[config.mk]
export PLATFORM = sky130hd
export DESIGN_NAME = psum_writeback_flat
export DESIGN_NICKNAME = d
export VERILOG_FILES = /design/src/rtl/psum_writeback_if.sv /design/src/rtl/psum_writeback.sv /design/src/flat_wrapper.sv
export SDC_FILE = /design/constraint.sdc
export NUM_CORES = 1
export LEC_CHECK = 0
export BUFFER_PORTS_ARGS = -buffer_cell sky130_fd_sc_hd__buf_2
export CORE_MARGIN = 4
export CORE_UTILIZATION = 40
export DETAILED_ROUTE_END_ITERATION = 7
export GPL_ROUTABILITY_DRIVEN = 1
export PLACE_DENSITY = 0.72
export SLEW_MARGIN = 20
export SYNTH_ARGS = -nofsm -noshare
export SYNTH_HDL_FRONTEND = slang
export SYNTH_SLANG_ARGS = --single-unit
[constraint.sdc]
create_clock -name clk -period 3.8 [get_ports clk]
set_clock_uncertainty 0.1 [all_clocks]
set_input_delay 0.38 -clock clk [delete_from_list [all_inputs] [get_ports clk]]
set_output_delay 0.38 -clock clk [all_outputs]
set_load 0.03 [all_outputs]
[src/rtl/psum_writeback_if.sv]
// Bus between psum_writeback and its neighbours.
// Carries the OFIFO read port and the psum SRAM write port.
interface psum_writeback_if #(
    parameter int psum_bw = 16,
    parameter int col     = 8,
    parameter int addr_bw = 11
);
    logic                     ofifo_valid;
    logic                     ofifo_rd;
    logic [psum_bw*col-1:0]   ofifo_rdata;
    logic                     sram_cen;
    logic                     sram_wen;
    logic [addr_bw-1:0]       sram_addr;
    logic [psum_bw*col-1:0]   sram_wdata;

    modport master (
        input  ofifo_valid, ofifo_rdata,
        output ofifo_rd, sram_cen, sram_wen, sram_addr, sram_wdata
    );

    modport slave (
        output ofifo_valid, ofifo_rdata,
        input  ofifo_rd, sram_cen, sram_wen, sram_addr, sram_wdata
    );
endinterface

[src/rtl/psum_writeback.sv]
// Drains completed psum vectors from the OFIFO into consecutive psum SRAM addresses.
// The sequencer does no arithmetic on the data; each pop becomes one registered SRAM write.
module psum_writeback #(
    parameter int psum_bw = 16,
    parameter int col     = 8,
    parameter int addr_bw = 11,
    parameter int cnt_bw  = 11
) (
    input  logic               clk,
    input  logic               reset,
    input  logic               start,
    input  logic [addr_bw-1:0] base_addr,
    input  logic [cnt_bw-1:0]  num_vec,
    input  logic               abort,
    input  logic               sram_busy,
    psum_writeback_if.master   wb,
    output logic               busy,
    output logic               done,
    output logic [cnt_bw-1:0]  wr_count
);
    typedef enum logic [1:0] {
        IDLE  = 2'b00,
        DRAIN = 2'b01,
        FLUSH = 2'b10
    } state_t;

    localparam logic [cnt_bw-1:0]  cnt_zero  = {cnt_bw{1'b0}};
    localparam logic [cnt_bw-1:0]  cnt_one   = {{(cnt_bw-1){1'b0}}, 1'b1};
    localparam logic [addr_bw-1:0] addr_zero = {addr_bw{1'b0}};
    localparam logic [addr_bw-1:0] addr_one  = {{(addr_bw-1){1'b0}}, 1'b1};

    state_t                   state_r, next_state_s;
    logic                     pop_s;
    logic                     accept_s;
    logic [addr_bw-1:0]       base_r;
    logic [cnt_bw-1:0]        remaining_r;
    logic [addr_bw-1:0]       index_r;
    logic [cnt_bw-1:0]        wr_count_r;
    logic                     cen_r;
    logic                     wen_r;
    logic [addr_bw-1:0]       addr_r;
    logic [psum_bw*col-1:0]   wdata_r;
    logic                     busy_r;
    logic                     done_r;

    // Next-state and pop decision; abort suppresses the pop and ends the job.
    always_comb begin
        next_state_s = state_r;
        pop_s        = 1'b0;
        accept_s     = 1'b0;
        case (state_r)
            IDLE: begin
                if (start) begin
                    accept_s     = 1'b1;
                    next_state_s = (num_vec == cnt_zero) ? FLUSH : DRAIN;
                end else begin
                    next_state_s = IDLE;
                end
            end
            DRAIN: begin
                pop_s = wb.ofifo_valid & ~sram_busy & ~abort;
                if (abort) begin
                    next_state_s = FLUSH;
                end else if (pop_s && (remaining_r == cnt_one)) begin
                    next_state_s = FLUSH;
                end else begin
                    next_state_s = DRAIN;
                end
            end
            FLUSH:   next_state_s = IDLE;
            default: next_state_s = IDLE;
        endcase
    end

    // State register; busy/done are registered copies of the next-state decode.
    always_ff @(posedge clk or negedge reset) begin
        if (!reset) begin
            state_r <= IDLE;
            busy_r  <= 1'b0;
            done_r  <= 1'b0;
        end else begin
            state_r <= next_state_s;
            busy_r  <= (next_state_s != IDLE);
            done_r  <= (next_state_s == FLUSH);
        end
    end

    // Job bookkeeping: base, vectors left, write index and the visible count.
    always_ff @(posedge clk or negedge reset) begin
        if (!reset) begin
            base_r      <= addr_zero;
            remaining_r <= cnt_zero;
            index_r     <= addr_zero;
            wr_count_r  <= cnt_zero;
        end else if (accept_s) begin
            base_r      <= base_addr;
            remaining_r <= num_vec;
            index_r     <= addr_zero;
            wr_count_r  <= cnt_zero;
        end else if (pop_s) begin
            remaining_r <= remaining_r - cnt_one;
            index_r     <= index_r + addr_one;
            wr_count_r  <= wr_count_r + cnt_one;
        end else begin
            remaining_r <= remaining_r;
            index_r     <= index_r;
            wr_count_r  <= wr_count_r;
        end
    end

    // SRAM write port: a pop in one cycle becomes the write in the next; idle cycles hold addr/data.
    always_ff @(posedge clk or negedge reset) begin
        if (!reset) begin
            cen_r   <= 1'b1;
            wen_r   <= 1'b1;
            addr_r  <= addr_zero;
            wdata_r <= {(psum_bw*col){1'b0}};
        end else if (pop_s) begin
            cen_r   <= 1'b0;
            wen_r   <= 1'b0;
            addr_r  <= base_r + index_r;
            wdata_r <= wb.ofifo_rdata;
        end else begin
            cen_r   <= 1'b1;
            wen_r   <= 1'b1;
        end
    end

    assign wb.ofifo_rd    = pop_s;
    assign wb.sram_cen    = cen_r;
    assign wb.sram_wen    = wen_r;
    assign wb.sram_addr   = addr_r;
    assign wb.sram_wdata  = wdata_r;
    assign busy           = busy_r;
    assign done           = done_r;
    assign wr_count       = wr_count_r;
endmodule

[src/flat_wrapper.sv]
// flat-port wrapper written by rule: the top's interface ports become plain ports
module psum_writeback_flat 
#(
    parameter int psum_bw = 16,
    parameter int col     = 8,
    parameter int addr_bw = 11,
    parameter int cnt_bw  = 11
)
  (clk, reset, start, base_addr, num_vec, abort, sram_busy, busy, done, wr_count, wb_ofifo_valid, wb_ofifo_rdata, wb_ofifo_rd, wb_sram_cen, wb_sram_wen, wb_sram_addr, wb_sram_wdata);
  psum_writeback_if #(.psum_bw(psum_bw), .col(col), .addr_bw(addr_bw)) wb_i ();
  input  logic clk;
  input  logic reset;
  input  logic start;
  input  logic [addr_bw-1:0] base_addr;
  input  logic [cnt_bw-1:0] num_vec;
  input  logic abort;
  input  logic sram_busy;
  output logic busy;
  output logic done;
  output logic [cnt_bw-1:0] wr_count;
  input wire logic [$bits(wb_i.ofifo_valid)-1:0] wb_ofifo_valid;
  input wire logic [$bits(wb_i.ofifo_rdata)-1:0] wb_ofifo_rdata;
  output wire logic [$bits(wb_i.ofifo_rd)-1:0] wb_ofifo_rd;
  output wire logic [$bits(wb_i.sram_cen)-1:0] wb_sram_cen;
  output wire logic [$bits(wb_i.sram_wen)-1:0] wb_sram_wen;
  output wire logic [$bits(wb_i.sram_addr)-1:0] wb_sram_addr;
  output wire logic [$bits(wb_i.sram_wdata)-1:0] wb_sram_wdata;
  assign wb_i.ofifo_valid = wb_ofifo_valid;
  assign wb_i.ofifo_rdata = wb_ofifo_rdata;
  assign wb_ofifo_rd = wb_i.ofifo_rd;
  assign wb_sram_cen = wb_i.sram_cen;
  assign wb_sram_wen = wb_i.sram_wen;
  assign wb_sram_addr = wb_i.sram_addr;
  assign wb_sram_wdata = wb_i.sram_wdata;
  psum_writeback #(.psum_bw(psum_bw), .col(col), .addr_bw(addr_bw), .cnt_bw(cnt_bw)) u_core (.clk(clk), .reset(reset), .start(start), .base_addr(base_addr), .num_vec(num_vec), .abort(abort), .sram_busy(sram_busy), .wb(wb_i), .busy(busy), .done(done), .wr_count(wr_count));
endmodule
==> run metrics <==
post-synthesis cell count=873; most frequently used flop master after synthesis=sky130_fd_sc_hd__dfrtp_1; RSZ-0062 raised after global routing=no; top cell type by total area after synthesis=sky130_fd_sc_hd__dfrtp_1; post-synth top area share=59.0%; Leakage=5.77 nW; HPWL Detailed=14.9 mm; met1 demand-to-capacity share in global routing=25.1%; pin count of the biggest net entering global routing=111; total I/O pin count=311; Setup TNS=0 ps; Post-synth ARST share=100%; CTS sink count=188; via count of the first global-routing pass=6748; number of synthesized register bits=188; root buffer cell=sky130_fd_sc_hd__clkbuf_16; type of the worst min-delay path=primary input to register; Hold Violations, Final=0; quantity of gates resized following cts=0; clock-pin slew on the worst setup and hold paths=80 ps; Achievable Freq=395 MHz; data arrival time at the worst-slack endpoint=2790 ps; proportion of layout cells with a drive suffix above 1=30.5%; max-cap viol count=0; Finish-stage setup viols=0; sort of element at the start of the critical path=register; Via-to-Cell Ratio=4.67; PD cells=822 nW/um2; cell depth of the worst min-delay path=3; H-Tree Depth=4; standard-cell row count=51; met2 track utilization from global routing=29.7%; syn_nets=1044; endpoint of the worst register-to-register path=u_core.wb.sram_wdata[127]$_DFFE_PN0P_; Clock Tree Buf Depth=2; least setup slack across all paths after layout=1270 ps; number of enable flip-flop cells after synthesis=0; Synthesis Warnings=0; number of placed instances, taps included=1413; flop-to-flop setup slack=1270 ps; area growth from synthesis to final layout=29.7%; part of the Yosys area used for sequential elements=59.4%; required time at the worst-slack endpoint=4060 ps; Std-Cell Core Area=19500 um2; count of inserted antenna diode cells=0; status=complete, no violations; cell count of the worst reg-to-reg path=6; GRT Total Usage=18.7%; final routed DRC violation total=0; non-filler instance count after layout=1445; Util after Layout=52.8%; vias after detailed routing=6747; Max Transition Viols Final=0; leading post-synthesis cells by instance count=sky130_fd_sc_hd__nand2_1 (455), sky130_fd_sc_hd__dfrtp_1 (187), sky130_fd_sc_hd__nor2_1 (23); DIE WIDTH=149 um; Max FO, Critical Path=80; worst-skew pair later-pin latency=420 ps; hold slack final=39.5 ps; path type of the worst setup path=register to register; GRT Max-Usage Layer=met2; average footprint of a synthesized cell=9.08 um2; hold_sp=wb_ofifo_rdata[71]; number of design-rule violations left by the first detailed-router iteration=252; Synth area leaders=sky130_fd_sc_hd__dfrtp_1 (59%), sky130_fd_sc_hd__nand2_1 (22%), sky130_fd_sc_hd__ha_1 (2.2%); first-pass detailed-route iteration total=6; Reg-to-Reg Start=u_core.state_r[0]$_DFF_PN0_; Final #Nets=1339; Final Critical Period=2530 ps; leading cell type by number of instances after synthesis=sky130_fd_sc_hd__nand2_1; count of distinct cell types in the synthesized netlist=47; CP endpoint kind=register; drt total wl=20.6 mm; Routed Antenna Nets=0; area enclosed by the die boundary=22100 um2; hold path endpoint=u_core.wb.sram_wdata[71]$_DFFE_PN0P_; first-pass GRT wire length=33.6 mm; antenna violations before repair=0; number of CTS-inserted buffers=17; overflow left after global routing=0; normalized max-slew margin=39.5%; Die Height=149 um; crit share post-route=66.7%; Cell Area, Placed=9700 um2; Worst-Margin Slew=907 ps; count of input and output buffers=310; CTS tree=built; grt met3 use=5.93%; netlist area before placement=7930 um2; Max rail drop VDD=0.421 mV; mean routed wirelength per cell=14.2 um; post-route cell area=10300 um2; GPL Wtd Cong=0.765; Design Power=8.45 mW; Initial Utilization=40.7%; setup slack after placement=1230 ps
## critical path, cell delays in order, from the launching register on
cell and delay (ps):
sky130_fd_sc_hd__dfrtp_1 430, sky130_fd_sc_hd__nand2b_1 130, sky130_fd_sc_hd__or3_4 150, sky130_fd_sc_hd__buf_4 590, sky130_fd_sc_hd__buf_4 740, sky130_fd_sc_hd__nand2_1 130
sky130_fd_sc_hd__nand2_1 110
## worst max path at each step
stage,end,depth (start not counted),slack [ps],startpoint
global route,u_core.wb.sram_wdata[122]$_DFFE_PN0P_,6,980,u_core.state_r[1]$_DFF_PN0_
CTS,u_core.wb.sram_wdata[127]$_DFFE_PN0P_,6,1270,u_core.state_r[1]$_DFF_PN0_
floorplan,wb_ofifo_rd,7,1810,sram_busy
global placement,u_core.wb.sram_wdata[116]$_DFFE_PN0P_,7,1210,sram_busy
detailed placement,u_core.wb.sram_wdata[127]$_DFFE_PN0P_,7,1230,sram_busy
finish,u_core.wb.sram_wdata[127]$_DFFE_PN0P_,6,1270,u_core.state_r[0]$_DFF_PN0_
## area by class of cell
class / count / area, um2
Timing Repair Buffer: 318 / 1650
Tap cell: 265 / 332
Clock buffer: 18 / 439
Fill cell: 1822 / 9180
Multi-Input combinational cell: 636 / 2990
Inverter: 7 / 31.3
Clock inverter: 13 / 135
Sequential cell: 188 / 4710
## metal layers
| metal | routed length, um | up-vias |
|---|---|---|
| met2 | 9390 | 240 |
| met1 | 9140 | 3118 |
| met3 | 1770 | 20 |
| li1 | - | 3369 |
| met5 | 0 | - |
| met4 | 263 | 0 |
## sequential cells by signal, summed over array words and instances, names as in the netlist
name	flops
u_core.wr_count	11
u_core.wb.sram_addr	11
u_core.base_r	11
u_core.busy	1
u_core.state_r	2
u_core.wb.sram_wdata	128
u_core.wb.sram_cen	1
u_core.index_r	11
u_core.done	1
u_core.remaining_r	11
## placed cells by master, fill, tap and decap left out, types with 6 or more instances in the layout
master	synthesis	routed
sky130_fd_sc_hd__clkbuf_16	0	17
sky130_fd_sc_hd__inv_1	6	6
sky130_fd_sc_hd__nor4_1	6	6
sky130_fd_sc_hd__nand2_1	455	455
sky130_fd_sc_hd__xor2_1	18	18
sky130_fd_sc_hd__dfrtp_1	187	187
sky130_fd_sc_hd__nand2b_1	6	6
sky130_fd_sc_hd__a21oi_1	13	13
sky130_fd_sc_hd__nor2_1	23	23
sky130_fd_sc_hd__buf_2	22	309
sky130_fd_sc_hd__nand3_1	14	14
sky130_fd_sc_hd__ha_1	14	14
sky130_fd_sc_hd__or3_1	8	7
sky130_fd_sc_hd__o21ai_0	18	18
## power by group
part / leakage, nW / total (mW) / internal, mW / switching, mW
clock network: 0.273 / 1.72 / 0.934 / 0.790
logic: 3.11 / 3.44 / 0.972 / 2.47
registers: 2.38 / 3.28 / 2.81 / 0.470
## cell families (layout without fill, tap and decap cells)
group | count (synthesis) | in the layout | synth area share, %
AND/OR/NAND/NOR | 534 | 534 | 27.4
flip-flops | 188 | 188 | 59.4
AO/OA/AOI/OAI | 62 | 62 | 5.00
buffers and inverters | 49 | 356 | 2.97
XOR/XNOR | 23 | 23 | 2.54
adder cells (fa/ha/maj) | 15 | 15 | 2.46
multiplexers | 2 | 2 | 0.253
## what timing repair did
action / CTS / global route
endpoints found under the hold margin: 8 / 0
buffers inserted: 0 / 0
hold buffers: 1 / 0
Power figures use the tool's default switching activity.
